===== config.mk =====
export PLATFORM = sky130hd
export DESIGN_NAME = uart_rx
export DESIGN_NICKNAME = d
export VERILOG_FILES = /design/src/rtl/uart_rx.sv
export SDC_FILE = /design/constraint.sdc
export NUM_CORES = 1
export LEC_CHECK = 0
export ABC_AREA = 1
export CORE_AREA = 2 2 45 78
export CTS_BUF_LIST = sky130_fd_sc_hd__clkbuf_4
export DETAILED_ROUTE_END_ITERATION = 8
export DIE_AREA = 0 0 47 80
export GPL_ROUTABILITY_DRIVEN = 0
export GPL_TIMING_DRIVEN = 0
export HOLD_SLACK_MARGIN = 0.1
export MAX_ROUTING_LAYER = met4
export PLACE_DENSITY = 0.83
export SLEW_MARGIN = 40
export SYNTH_ARGS = -nofsm -noshare
export SYNTH_HDL_FRONTEND = slang
export SYNTH_SLANG_ARGS = --single-unit

===== constraint.sdc =====
create_clock -name clk -period 1.3 [get_ports clk]
set_input_delay 0.13 -clock clk [delete_from_list [all_inputs] [get_ports clk]]
set_output_delay 0.13 -clock clk [all_outputs]
set_load 0.02 [all_outputs]

===== src/rtl/uart_rx.sv =====
// UART receiver for 11-bit frames: start, 8 data bits LSB first, parity, stop.
// Mid-bit sampling via a baud counter; one-cycle data_valid with parity/framing status.
module uart_rx #(
    parameter int CLKS_PER_BIT = 16,
    parameter bit PARITY_ODD   = 1'b0
) (
    input  logic       clk,
    input  logic       rst,
    input  logic       rx_in,
    output logic [7:0] data_out,
    output logic       data_valid,
    output logic       parity_err,
    output logic       frame_err,
    output logic       rx_busy
);

    localparam int HALF = CLKS_PER_BIT / 2;
    localparam int CW   = (CLKS_PER_BIT > 2) ? $clog2(CLKS_PER_BIT) : 1;

    localparam logic [CW-1:0] BAUD_LAST = CW'(CLKS_PER_BIT - 1);
    localparam logic [CW-1:0] HALF_LAST = CW'(HALF - 1);

    localparam logic [2:0] IDLE   = 3'd0;
    localparam logic [2:0] START  = 3'd1;
    localparam logic [2:0] DATA   = 3'd2;
    localparam logic [2:0] PARITY = 3'd3;
    localparam logic [2:0] STOP   = 3'd4;
    localparam logic [2:0] BREAK  = 3'd5;

    logic [1:0]    sync_reg;
    logic          rx_s;
    logic [2:0]    state_reg, state_next;
    logic [CW-1:0] baud_cnt_reg, baud_cnt_next;
    logic [2:0]    bit_cnt_reg, bit_cnt_next;
    logic [7:0]    shreg_reg, shreg_next;
    logic          par_sample_reg, par_sample_next;
    logic [7:0]    data_out_reg, data_out_next;
    logic          data_valid_reg, data_valid_next;
    logic          parity_err_reg, parity_err_next;
    logic          frame_err_reg, frame_err_next;
    logic          baud_last;

    // Two-flop synchroniser; idles high so reset does not look like a start bit.
    always_ff @(posedge clk or posedge rst) begin
        if (rst) begin
            sync_reg <= 2'b11;
        end else begin
            sync_reg <= {sync_reg[0], rx_in};
        end
    end

    assign rx_s      = sync_reg[1];
    assign baud_last = (baud_cnt_reg == BAUD_LAST);

    always_comb begin
        state_next      = state_reg;
        bit_cnt_next    = bit_cnt_reg;
        shreg_next      = shreg_reg;
        par_sample_next = par_sample_reg;
        data_out_next   = data_out_reg;
        parity_err_next = parity_err_reg;
        frame_err_next  = frame_err_reg;
        data_valid_next = 1'b0;

        case (state_reg)
            IDLE: begin
                if (!rx_s) state_next = START;
            end
            START: begin
                // Ending START at the half-bit point puts later samples mid-bit.
                if (baud_cnt_reg == HALF_LAST) begin
                    state_next   = rx_s ? IDLE : DATA;
                    bit_cnt_next = 3'd0;
                end
            end
            DATA: begin
                if (baud_last) begin
                    shreg_next   = {rx_s, shreg_reg[7:1]};
                    bit_cnt_next = bit_cnt_reg + 3'd1;
                    if (bit_cnt_reg == 3'd7) state_next = PARITY;
                end
            end
            PARITY: begin
                if (baud_last) begin
                    par_sample_next = rx_s;
                    state_next      = STOP;
                end
            end
            STOP: begin
                if (baud_last) begin
                    data_out_next   = shreg_reg;
                    parity_err_next = ((^shreg_reg) ^ par_sample_reg) != PARITY_ODD;
                    frame_err_next  = ~rx_s;
                    data_valid_next = 1'b1;
                    state_next      = rx_s ? IDLE : BREAK;
                end
            end
            BREAK: begin
                // A line held low must return high before a new start is accepted.
                if (rx_s) state_next = IDLE;
            end
            default: state_next = IDLE;
        endcase

        if ((state_next != state_reg) || baud_last ||
            (state_reg == IDLE) || (state_reg == BREAK)) begin
            baud_cnt_next = '0;
        end else begin
            baud_cnt_next = baud_cnt_reg + 1'b1;
        end
    end

    always_ff @(posedge clk or posedge rst) begin
        if (rst) begin
            state_reg      <= IDLE;
            baud_cnt_reg   <= '0;
            bit_cnt_reg    <= 3'd0;
            shreg_reg      <= 8'h00;
            par_sample_reg <= 1'b0;
            data_out_reg   <= 8'h00;
            data_valid_reg <= 1'b0;
            parity_err_reg <= 1'b0;
            frame_err_reg  <= 1'b0;
        end else begin
            state_reg      <= state_next;
            baud_cnt_reg   <= baud_cnt_next;
            bit_cnt_reg    <= bit_cnt_next;
            shreg_reg      <= shreg_next;
            par_sample_reg <= par_sample_next;
            data_out_reg   <= data_out_next;
            data_valid_reg <= data_valid_next;
            parity_err_reg <= parity_err_next;
            frame_err_reg  <= frame_err_next;
        end
    end

    assign data_out   = data_out_reg;
    assign data_valid = data_valid_reg;
    assign parity_err = parity_err_reg;
    assign frame_err  = frame_err_reg;
    assign rx_busy    = (state_reg != IDLE);

endmodule


==> impl_metrics.json, run 1 <==
{
  "status": "complete, but fails checks",
  "violations": "negative setup slack",
  "synth_warnings": 0,
  "final_cell_count_no_fill": 251,
  "grt_max_degree": 33,
  "crit_chain": "buf_4, nor2_2, nand2_1, buf_2",
  "tns_ns": -1.564,
  "synthArstFlopShare": 1.000,
  "skew_ns": 0.01833,
  "dr.first_iter.drc_count": 40,
  "ys.flop_type": "dfrtp_1",
  "clkTransAtPathRegs_ns": 0.11,
  "hold_viol_final": 0,
  "synth_seq_cells": 32,
  "cp.required_ns": 1.17,
  "cpMaxStageDelayCell": "dfrtp_1",
  "hold_slack_ns": 0.1932,
  "drc": 0,
  "synthTopCellsByCount": "52 x nand2_1, 30 x dfrtp_1, 19 x inv_1",
  "worstReg2RegEnd": "data_out[6]$_DFFE_PP0P_",
  "synthCells": 172,
  "cts_hold_buf": 0,
  "crit_family": "flip-flops",
  "cpPeakStageDelay_ns": 0.39,
  "die_h_um": 80,
  "ys_types": 24,
  "num_rows": 27,
  "postRouteAntennaNets": 0,
  "grt_first_pass_wirelength_um": 5009,
  "fin_util": 0.6381,
  "synth_xor_area_frac": 0.04043,
  "reg2reg_depth": 8,
  "die_w_um": 47,
  "post_route_cells_drive_above_1_share": 0.3365,
  "netlist_area_sq_um": 1516,
  "num_vias": 1228,
  "setup_viol": 18,
  "critical_path.startpoint_type": "flop",
  "tightest_slew_ns": 0.6543,
  "grt_util_all_layers": 0.1959,
  "critPathKind": "reg -> out",
  "synth_compound_area_frac": 0.08663,
  "overflow": 0,
  "cts_sinks": 32,
  "place_hpwl_um": 2021,
  "io_buffers": 14,
  "rsz0062_at_grt": "yes",
  "antenna_found_initial": 0,
  "synth_fp_nets": 178,
  "yosys.area_share.simple": 0.2533,
  "num_io_pins": 15,
  "fin_ws_ns": -0.1394,
  "max-vdd-ir-drop_uv": 1317,
  "final_area_sq_um": 1983,
  "synthTopCellsByArea": "dfrtp_1 50%, nand2_1 13%, inv_1 4.7%",
  "dp_slack_ns": -0.1415,
  "synth_top_cell_area_share": 0.4950,
  "initial_core_util": 0.4879,
  "drt_first_pass_iters": 4,
  "areaGrowthSynthToFinish_pct": 30.78,
  "finalPower_mw": 2.503,
  "fillCellCount": 256,
  "cts_tree": "built",
  "cts.htree.levels": 2,
  "powerDensity_nw_per_um2": 1262,
  "max_cap_violations": 0,
  "ff2ff_setup_slack_ns": -0.12,
  "root_buffer": "clkbuf_4",
  "synth-adder-area-share": 0.02475,
  "maxSlewHeadroom": 0.5632,
  "seq_area_frac_synth": 0.5297,
  "placed_cells": 229,
  "synth_top_cell_by_area": "dfrtp_1",
  "critPathArrivalTime_ns": 1.31,
  "synth_top_family_by_area": "simple AND/OR/NAND/NOR gates",
  "clk_latency_ns": 0.35,
  "critPathBufInv": 2,
  "yosysMostFrequentCell": "nand2_1",
  "grt_pass1_vias": 1180,
  "fmax_mhz": 694.7,
  "dieArea_sq_um": 3760,
  "synth_edf_count": 0,
  "critical_path_peak_fanout": 3,
  "cts_buffers": 5,
  "clk_path_buf_depth": 2,
  "routed_wl_um": 3114,
  "hold_path.class": "in -> async",
  "nets": 213,
  "period_needed_ns": 1.439,
  "avgViaCountPerCell": 4.892,
  "report.final.slew_viol_count": 0,
  "placed_cell_area_sq_um": 1723,
  "wl_per_cell_um": 12.41,
  "diodes": 0,
  "synth.avg_cell_area_sq_um": 8.817,
  "min_period_over_period": 1.107,
  "p_leak_nw": 1.011,
  "synth_mux_area_frac": 0,
  "crit_path_end_kind": "output port",
  "timing.rr.start": "baud_cnt_reg[1]$_DFF_PP0_",
  "fp.coreArea_sq_um": 3108
}
[power by group]
part           switching [mW]  total [mW]  leakage (nW)  internal [mW]
Sequential             0.0797        1.14         0.430           1.06
Combinational           0.351       0.588         0.535          0.236
Clock                   0.347       0.771        0.0456          0.424
Total                   0.778        2.50          1.01           1.72
[worst max-delay path by stage]
stage                                end  slack (ns)  depth (start not counted)                       from
2_1_floorplan  baud_cnt_reg[0]$_DFF_PP0_        0.01                          8  baud_cnt_reg[0]$_DFF_PP0_
3_3_place_gp     data_out[5]$_DFFE_PP0P_       -0.25                          2                        rst
3_5_place_dp     data_out[0]$_DFFE_PP0P_       -0.14                          7  baud_cnt_reg[0]$_DFF_PP0_
4_1_cts        baud_cnt_reg[2]$_DFF_PP0_       -0.07                          7  baud_cnt_reg[0]$_DFF_PP0_
5_1_grt        baud_cnt_reg[1]$_DFF_PP0_       -0.19                          8  baud_cnt_reg[1]$_DFF_PP0_
6_report                         rx_busy       -0.14                          4     state_reg[1]$_DFF_PP0_
[area by class of cell]
cell class	instances	area, sq um	share of cell area
Sequential cell	32	807.0	0.4069
Multi-Input combinational cell	116	699.4	0.3527
Timing Repair Buffer	28	226.5	0.1142
Inverter	22	85.08	0.04290
Tap cell	43	53.80	0.02713
Clock buffer	6	45.04	0.02271
Clock inverter	2	35.03	0.01767
Buffer	2	31.28	0.01577
[routing by layer]
layer	track usage	part of all wire	vias to the layer above
met5	-	0	-
met4	0.1472	0.029	0
met3	0.03620	0.032	8
met2	0.3342	0.58	22
met1	0.1771	0.35	584
li1	-	-	614
[cell families (layout without fill, tap and decap cells)]
kind of cell             count (synthesis)  count (layout)
AND/OR/NAND/NOR                         86              86
flip-flops                              32              32
buffers and inverters                   24              60
AO/OA/AOI/OAI                           20              20
XOR/XNOR                                 7               7
adder cells (fa/ha/maj)                  3               3
[cell usage in the layout (no fill, tap or decap), types with 2 or more instances in the layout]
master,count
xor2_1,3
inv_2,5
buf_4,14
nand3b_1,2
dlygate4sd2_1,11
dfrtp_2,3
dfrtp_1,27
clkbuf_4,6
o211ai_1,2
clkdlybuf4s50_1,2
xnor2_1,4
inv_1,16
nand2_1,45
nor3_2,2
nand2_2,8
o21ai_2,7
nand3_1,7
dfstp_2,2
nor2_2,8
o21ai_1,9
nand4_1,2
nor2_1,5
nor2_4,4
[repair_timing]
| action | CTS | global route |
|---|---|---|
| resized for setup | 34 | 14 |
| pin swaps | 7 | 12 |
| buffers inserted | 9 | 5 |
| endpoints found under the setup margin | 35 | 26 |
| gates cloned | 0 | 0 |
Note: power is estimated with default switching activity, not from simulation.
==> run 2: changes to the inputs <==
DONT_BUFFER_PORTS = 1   (was default)
MAX_ROUTING_LAYER = default   (was met4)
PLACE_DENSITY = 0.77   (was 0.83)
==> impl_metrics.json, run 2 (synthesis gave the netlist of run 1 again) <==
{
  "p_leak_nw": 0.9191,
  "crit_path_end_kind": "flop",
  "grt_pass1_vias": 1191,
  "multi_input_area_sq_um": 744.5,
  "max-vdd-ir-drop_uv": 900.5,
  "cts.htree.levels": 2,
  "skew_ns": 0.008014,
  "grt_max_degree": 33,
  "dp_slack_ns": -0.1434,
  "num_vias": 1204,
  "seq_area_sq_um": 804.5,
  "powerDensity_nw_per_um2": 1221,
  "postRouteAntennaNets": 0,
  "cp_common_cell": "nand2_1",
  "p_seq_frac": 0.502,
  "io_buffers": 0,
  "num_io_pins": 15,
  "wl_met3_um": 127,
  "maxSlewHeadroom": 0.5569,
  "fp.coreArea_sq_um": 3108,
  "fmax_mhz": 710.9,
  "grt_util_all_layers": 0.1898,
  "crit_cells": 9,
  "crit_chain": "inv_1, nand2_1, nor2_4, nand2_1, nand2_1, nor2_2, nand3_2, nand2_2, nor2_1",
  "period_needed_ns": 1.407,
  "antenna_found_initial": 0,
  "tightest_slew_ns": 0.6637,
  "p_int_mw": 1.496,
  "pwr-share-clk": 0.222,
  "cts_sinks": 32,
  "rsz0062_at_grt": "yes",
  "cts_tree": "built",
  "critical_path_peak_fanout": 5,
  "final_cell_count_no_fill": 234,
  "critPathBufInv": 1,
  "top_layer_used": "met4",
  "crit_end": "baud_cnt_reg[3]$_DFF_PP0_",
  "cts_buffers": 5,
  "diodes": 0,
  "timing.rr.start": "state_reg[1]$_DFF_PP0_",
  "status": "complete, but fails checks",
  "mostFrequentLayoutCell": "nand2_1",
  "root_buffer": "clkbuf_4",
  "initial_core_util": 0.4879,
  "tns_ns": -1.302,
  "placed_cells": 215,
  "die_h_um": 80,
  "placed_cell_area_sq_um": 1583,
  "max_cap_violations": 0,
  "ff2ff_setup_slack_ns": -0.11,
  "dr_wl_met2_um": 1863,
  "place_hpwl_um": 2029,
  "setup_viol": 24,
  "swShare": 0.3491,
  "wl_per_cell_um": 13.49,
  "clk_path_buf_depth": 2,
  "min_period_over_period": 1.082,
  "clk_latency_ns": 0.34,
  "drt_first_pass_iters": 4,
  "dr.first_iter.drc_count": 43,
  "finalPower_mw": 2.298,
  "die_w_um": 47,
  "fin_util": 0.6059,
  "report.final.slew_viol_count": 0,
  "violations": "negative setup slack",
  "worstReg2RegEnd": "baud_cnt_reg[3]$_DFF_PP0_",
  "cp.required_ns": 1.53,
  "hold_path.class": "in -> async",
  "num_rows": 27,
  "overflow": 0,
  "critPathKind": "reg -> reg",
  "critPathLaunch": "state_reg[1]$_DFF_PP0_",
  "avgViaCountPerCell": 5.145,
  "hold_slack_ns": 0.3302,
  "dieArea_sq_um": 3760,
  "wl_met1_um": 1083,
  "areaGrowthSynthToFinish_pct": 24.18,
  "critPathArrivalTime_ns": 1.64,
  "nets": 197,
  "power_switching_mw": 0.8023,
  "critical_path.startpoint_type": "flop",
  "crit_family": "simple AND/OR/NAND/NOR gates",
  "routed_wl_um": 3156,
  "hold_viol_final": 0,
  "fin_ws_ns": -0.1068,
  "fillCellCount": 263,
  "clkTransAtPathRegs_ns": 0.10,
  "cpPeakStageDelay_ns": 0.48,
  "drc": 0,
  "cpMaxStageDelayCell": "dfrtp_1",
  "comb_power_share": 0.276,
  "final_area_sq_um": 1883,
  "grt_first_pass_wirelength_um": 5023,
  "reg2reg_depth": 9,
  "layout_common_cells": "43 x nand2_1, 29 x dfrtp_1, 18 x inv_1",
  "post_route_cells_drive_above_1_share": 0.3194
}
## run 2: cell count changes in the layout (fill, tap and decap cells not counted), sizes merged
cell,delta
clkdlybuf4s50,-2
bufinv,-1
buf,-6
dlygate4sd3,+2
dlygate4sd2,-11
clkinv,+1
## run 2: final cells by class
cell class / count / share of cell area
timing repair buffer: 12 / 0.06179
clock inverter: 2 / 0.003987
clock buffer: 5 / 0.01993
multi-input combinational: 116 / 0.3953
tap: 43 / 0.02857
sequential: 32 / 0.4272
buffer: 2 / 0.01661
inverter: 22 / 0.04651
## run 2: metal layers
layer / up-vias / track usage
li1: 581 / -
met1: 584 / 0.1844
met2: 30 / 0.3342
met3: 9 / 0.05204
met4: 0 / 0.1056
met5: - / 0
## run 2: timing repair
item	in CTS	in global routing
buffers inserted	7	2
hold buffers	2	0
endpoints found under the hold margin	31	0
gates resized for setup	13	27
pin swaps	8	15
setup endpoints to repair	23	25
gates cloned	0	1
## run 2: worst min-delay path by stage
| stage | cells past startpoint | slack (ns) | startpoint | endpoint |
|---|---|---|---|---|
| detailed placement | 0 | 0.13 | rx_in | sync_reg[0]$_DFF_PP1_ |
| finish | 2 | 0.33 | rst | frame_err$_DFFE_PP0P_ |
| CTS | 1 | 0.32 | rx_in | sync_reg[0]$_DFF_PP1_ |
| global route | 1 | 0.32 | rx_in | sync_reg[0]$_DFF_PP1_ |
| global placement | 0 | 0.13 | rx_in | sync_reg[0]$_DFF_PP1_ |
| floorplan | 0 | 0.13 | rx_in | sync_reg[0]$_DFF_PP1_ |
## run 2: power groups by stage
stage / Clock, mW / Sequential (mW) / Combinational, mW
after detailed placement: 0 / 1.16 / 0.400
after CTS: 0.529 / 1.14 / 0.477
after global routing: 0.589 / 1.16 / 0.712
after global placement: 0 / 1.15 / 0.375
after floorplan: 0 / 1.15 / 0.328
final: 0.510 / 1.15 / 0.635
==> run 3: changes to the inputs <==
GPL_TIMING_DRIVEN = 1   (was 0)
PLACE_DENSITY = 0.74   (was 0.77)
clock period = 1.5 ns   (was 1.3 ns; I/O delays follow)
==> impl_metrics.json, run 3 (synthesis gave the netlist of run 1 again) <==
{
  "grt_util_all_layers": 0.1756,
  "worstReg2RegEnd": "baud_cnt_reg[2]$_DFF_PP0_",
  "root_buffer": "clkbuf_4",
  "grt_pass1_vias": 1178,
  "num_rows": 27,
  "timing.rr.start": "state_reg[2]$_DFF_PP0_",
  "crit_path_end_kind": "flop",
  "tightest_slew_ns": 0.3965,
  "cts.htree.levels": 2,
  "clk_latency_ns": 0.33,
  "critical_path.startpoint_type": "flop",
  "critPathKind": "reg -> reg",
  "hold_viol_final": 0,
  "seq_area_sq_um": 803.3,
  "cp.required_ns": 1.75,
  "routed_wl_um": 2927,
  "max-vdd-ir-drop_uv": 737.2,
  "areaGrowthSynthToFinish_pct": 12.38,
  "status": "complete, no violations",
  "fp.coreArea_sq_um": 3108,
  "place_hpwl_um": 2102,
  "cts_sinks": 32,
  "initial_core_util": 0.4879,
  "overflow": 0,
  "io_buffers": 0,
  "layout_common_cells": "52 x nand2_1, 30 x dfrtp_1, 19 x inv_1",
  "cts_tree": "built",
  "setup_viol": 0,
  "powerDensity_nw_per_um2": 1099,
  "nets": 192,
  "drt_first_pass_iters": 4,
  "reg2reg_depth": 7,
  "placed_cells": 216,
  "die_h_um": 80,
  "mostFrequentLayoutCell": "nand2_1",
  "grt_first_pass_wirelength_um": 4671,
  "post_route_cells_drive_above_1_share": 0.1935,
  "p_leak_nw": 0.8480,
  "max_cap_violations": 0,
  "dieArea_sq_um": 3760,
  "avgViaCountPerCell": 5.079,
  "placed_cell_area_sq_um": 1577,
  "num_io_pins": 15,
  "ff2ff_setup_slack_ns": 0.07,
  "final_cell_count_no_fill": 229,
  "dr.first_iter.drc_count": 28,
  "multi_input_area_sq_um": 646.9,
  "diodes": 0,
  "clkTransAtPathRegs_ns": 0.10,
  "critical_path_peak_fanout": 5,
  "clk_path_buf_depth": 2,
  "final_area_sq_um": 1704,
  "critPathArrivalTime_ns": 1.69,
  "hold_slack_ns": 0.3373,
  "fillCellCount": 301,
  "skew_ns": 0.009052,
  "grt_max_degree": 33,
  "antenna_found_initial": 0,
  "drc": 0,
  "min_period_over_period": 0.9551,
  "num_vias": 1163,
  "cts_buffers": 5,
  "period_needed_ns": 1.433,
  "postRouteAntennaNets": 0,
  "hold_path.class": "in -> async",
  "maxSlewHeadroom": 0.7357,
  "wl_per_cell_um": 12.78,
  "report.final.slew_viol_count": 0,
  "die_w_um": 47,
  "fmax_mhz": 698.0
}
==> run 3: cell count changes in the layout (fill, tap and decap cells not counted), moves of 2 or more <==
cell / before / now
nand3_2: 2 / 0
nand2_2: 8 / 1
nor2_1: 5 / 10
nand3_1: 6 / 8
nand2_4: 3 / 1
buf_6: 2 / 0
nor2_4: 6 / 2
inv_4: 2 / 0
nand2_1: 43 / 52
==> run 3: where the power goes <==
group          switching (mW)  internal (mW)
registers              0.0767          0.918
logic                   0.262          0.180
clock network           0.272          0.163
==> run 3: layer usage <==
layer  share of wire  wire length (um)  GRT usage
met5               0                 0          0
met4           0.037               107     0.1139
met3           0.040               116    0.06787
met2            0.55              1606     0.2890
met1            0.37              1096     0.1708
==> run 3: what timing repair did <==
item | 4_1_cts | 5_1_grt
buffers inserted | 0 | 4
pin swaps | 0 | 6
hold buffers | 2 | 0
gates resized for setup | 1 | 7
hold endpoints to repair | 33 | 0
endpoints found under the setup margin | 4 | 14
==> run 3: layout make-up <==
class | instances | area share
clock buffer | 5 | 0.02203
clock inverter | 2 | 0.004405
inverter | 22 | 0.04846
multi-input combinational | 116 | 0.3796
sequential | 32 | 0.4714
tap | 43 | 0.03157
timing repair buffer | 9 | 0.04258
==> run 3: worst max-delay path by stage <==
stage | from | endpoint | slack (ns) | cells past startpoint
floorplan | baud_cnt_reg[0]$_DFF_PP0_ | baud_cnt_reg[2]$_DFF_PP0_ | 0.12 | 8
global placement | baud_cnt_reg[0]$_DFF_PP0_ | baud_cnt_reg[2]$_DFF_PP0_ | 0.03 | 8
detailed placement | baud_cnt_reg[0]$_DFF_PP0_ | baud_cnt_reg[0]$_DFF_PP0_ | -0.03 | 8
CTS | baud_cnt_reg[0]$_DFF_PP0_ | baud_cnt_reg[0]$_DFF_PP0_ | 0.004 | 8
global route | baud_cnt_reg[0]$_DFF_PP0_ | baud_cnt_reg[2]$_DFF_PP0_ | -0.01 | 7
finish | state_reg[2]$_DFF_PP0_ | baud_cnt_reg[2]$_DFF_PP0_ | 0.07 | 7
==> run 3: worst max-delay path: stages, from the launching register on <==
cell,delay (ns)
dfrtp_1,0.46
inv_2,0.11
nand3_1,0.21
nor3_2,0.22
nor2_2,0.07
nand3_1,0.09
nand2_2,0.09
nor2_1,0.11
==> run 3: through the flow <==
stage	power, mW	setup TNS, ns	worst slack, ns	utilization
CTS	1.807	0	0.003753	0.5290
global placement	1.338	0	0.03446	0.5072
global route	2.025	-0.02204	-0.01041	0.5483
floorplan	1.259	0	0.1229	-
finish	1.872	0	0.06738	0.5483
detailed placement	1.361	-0.1041	-0.03399	0.5072
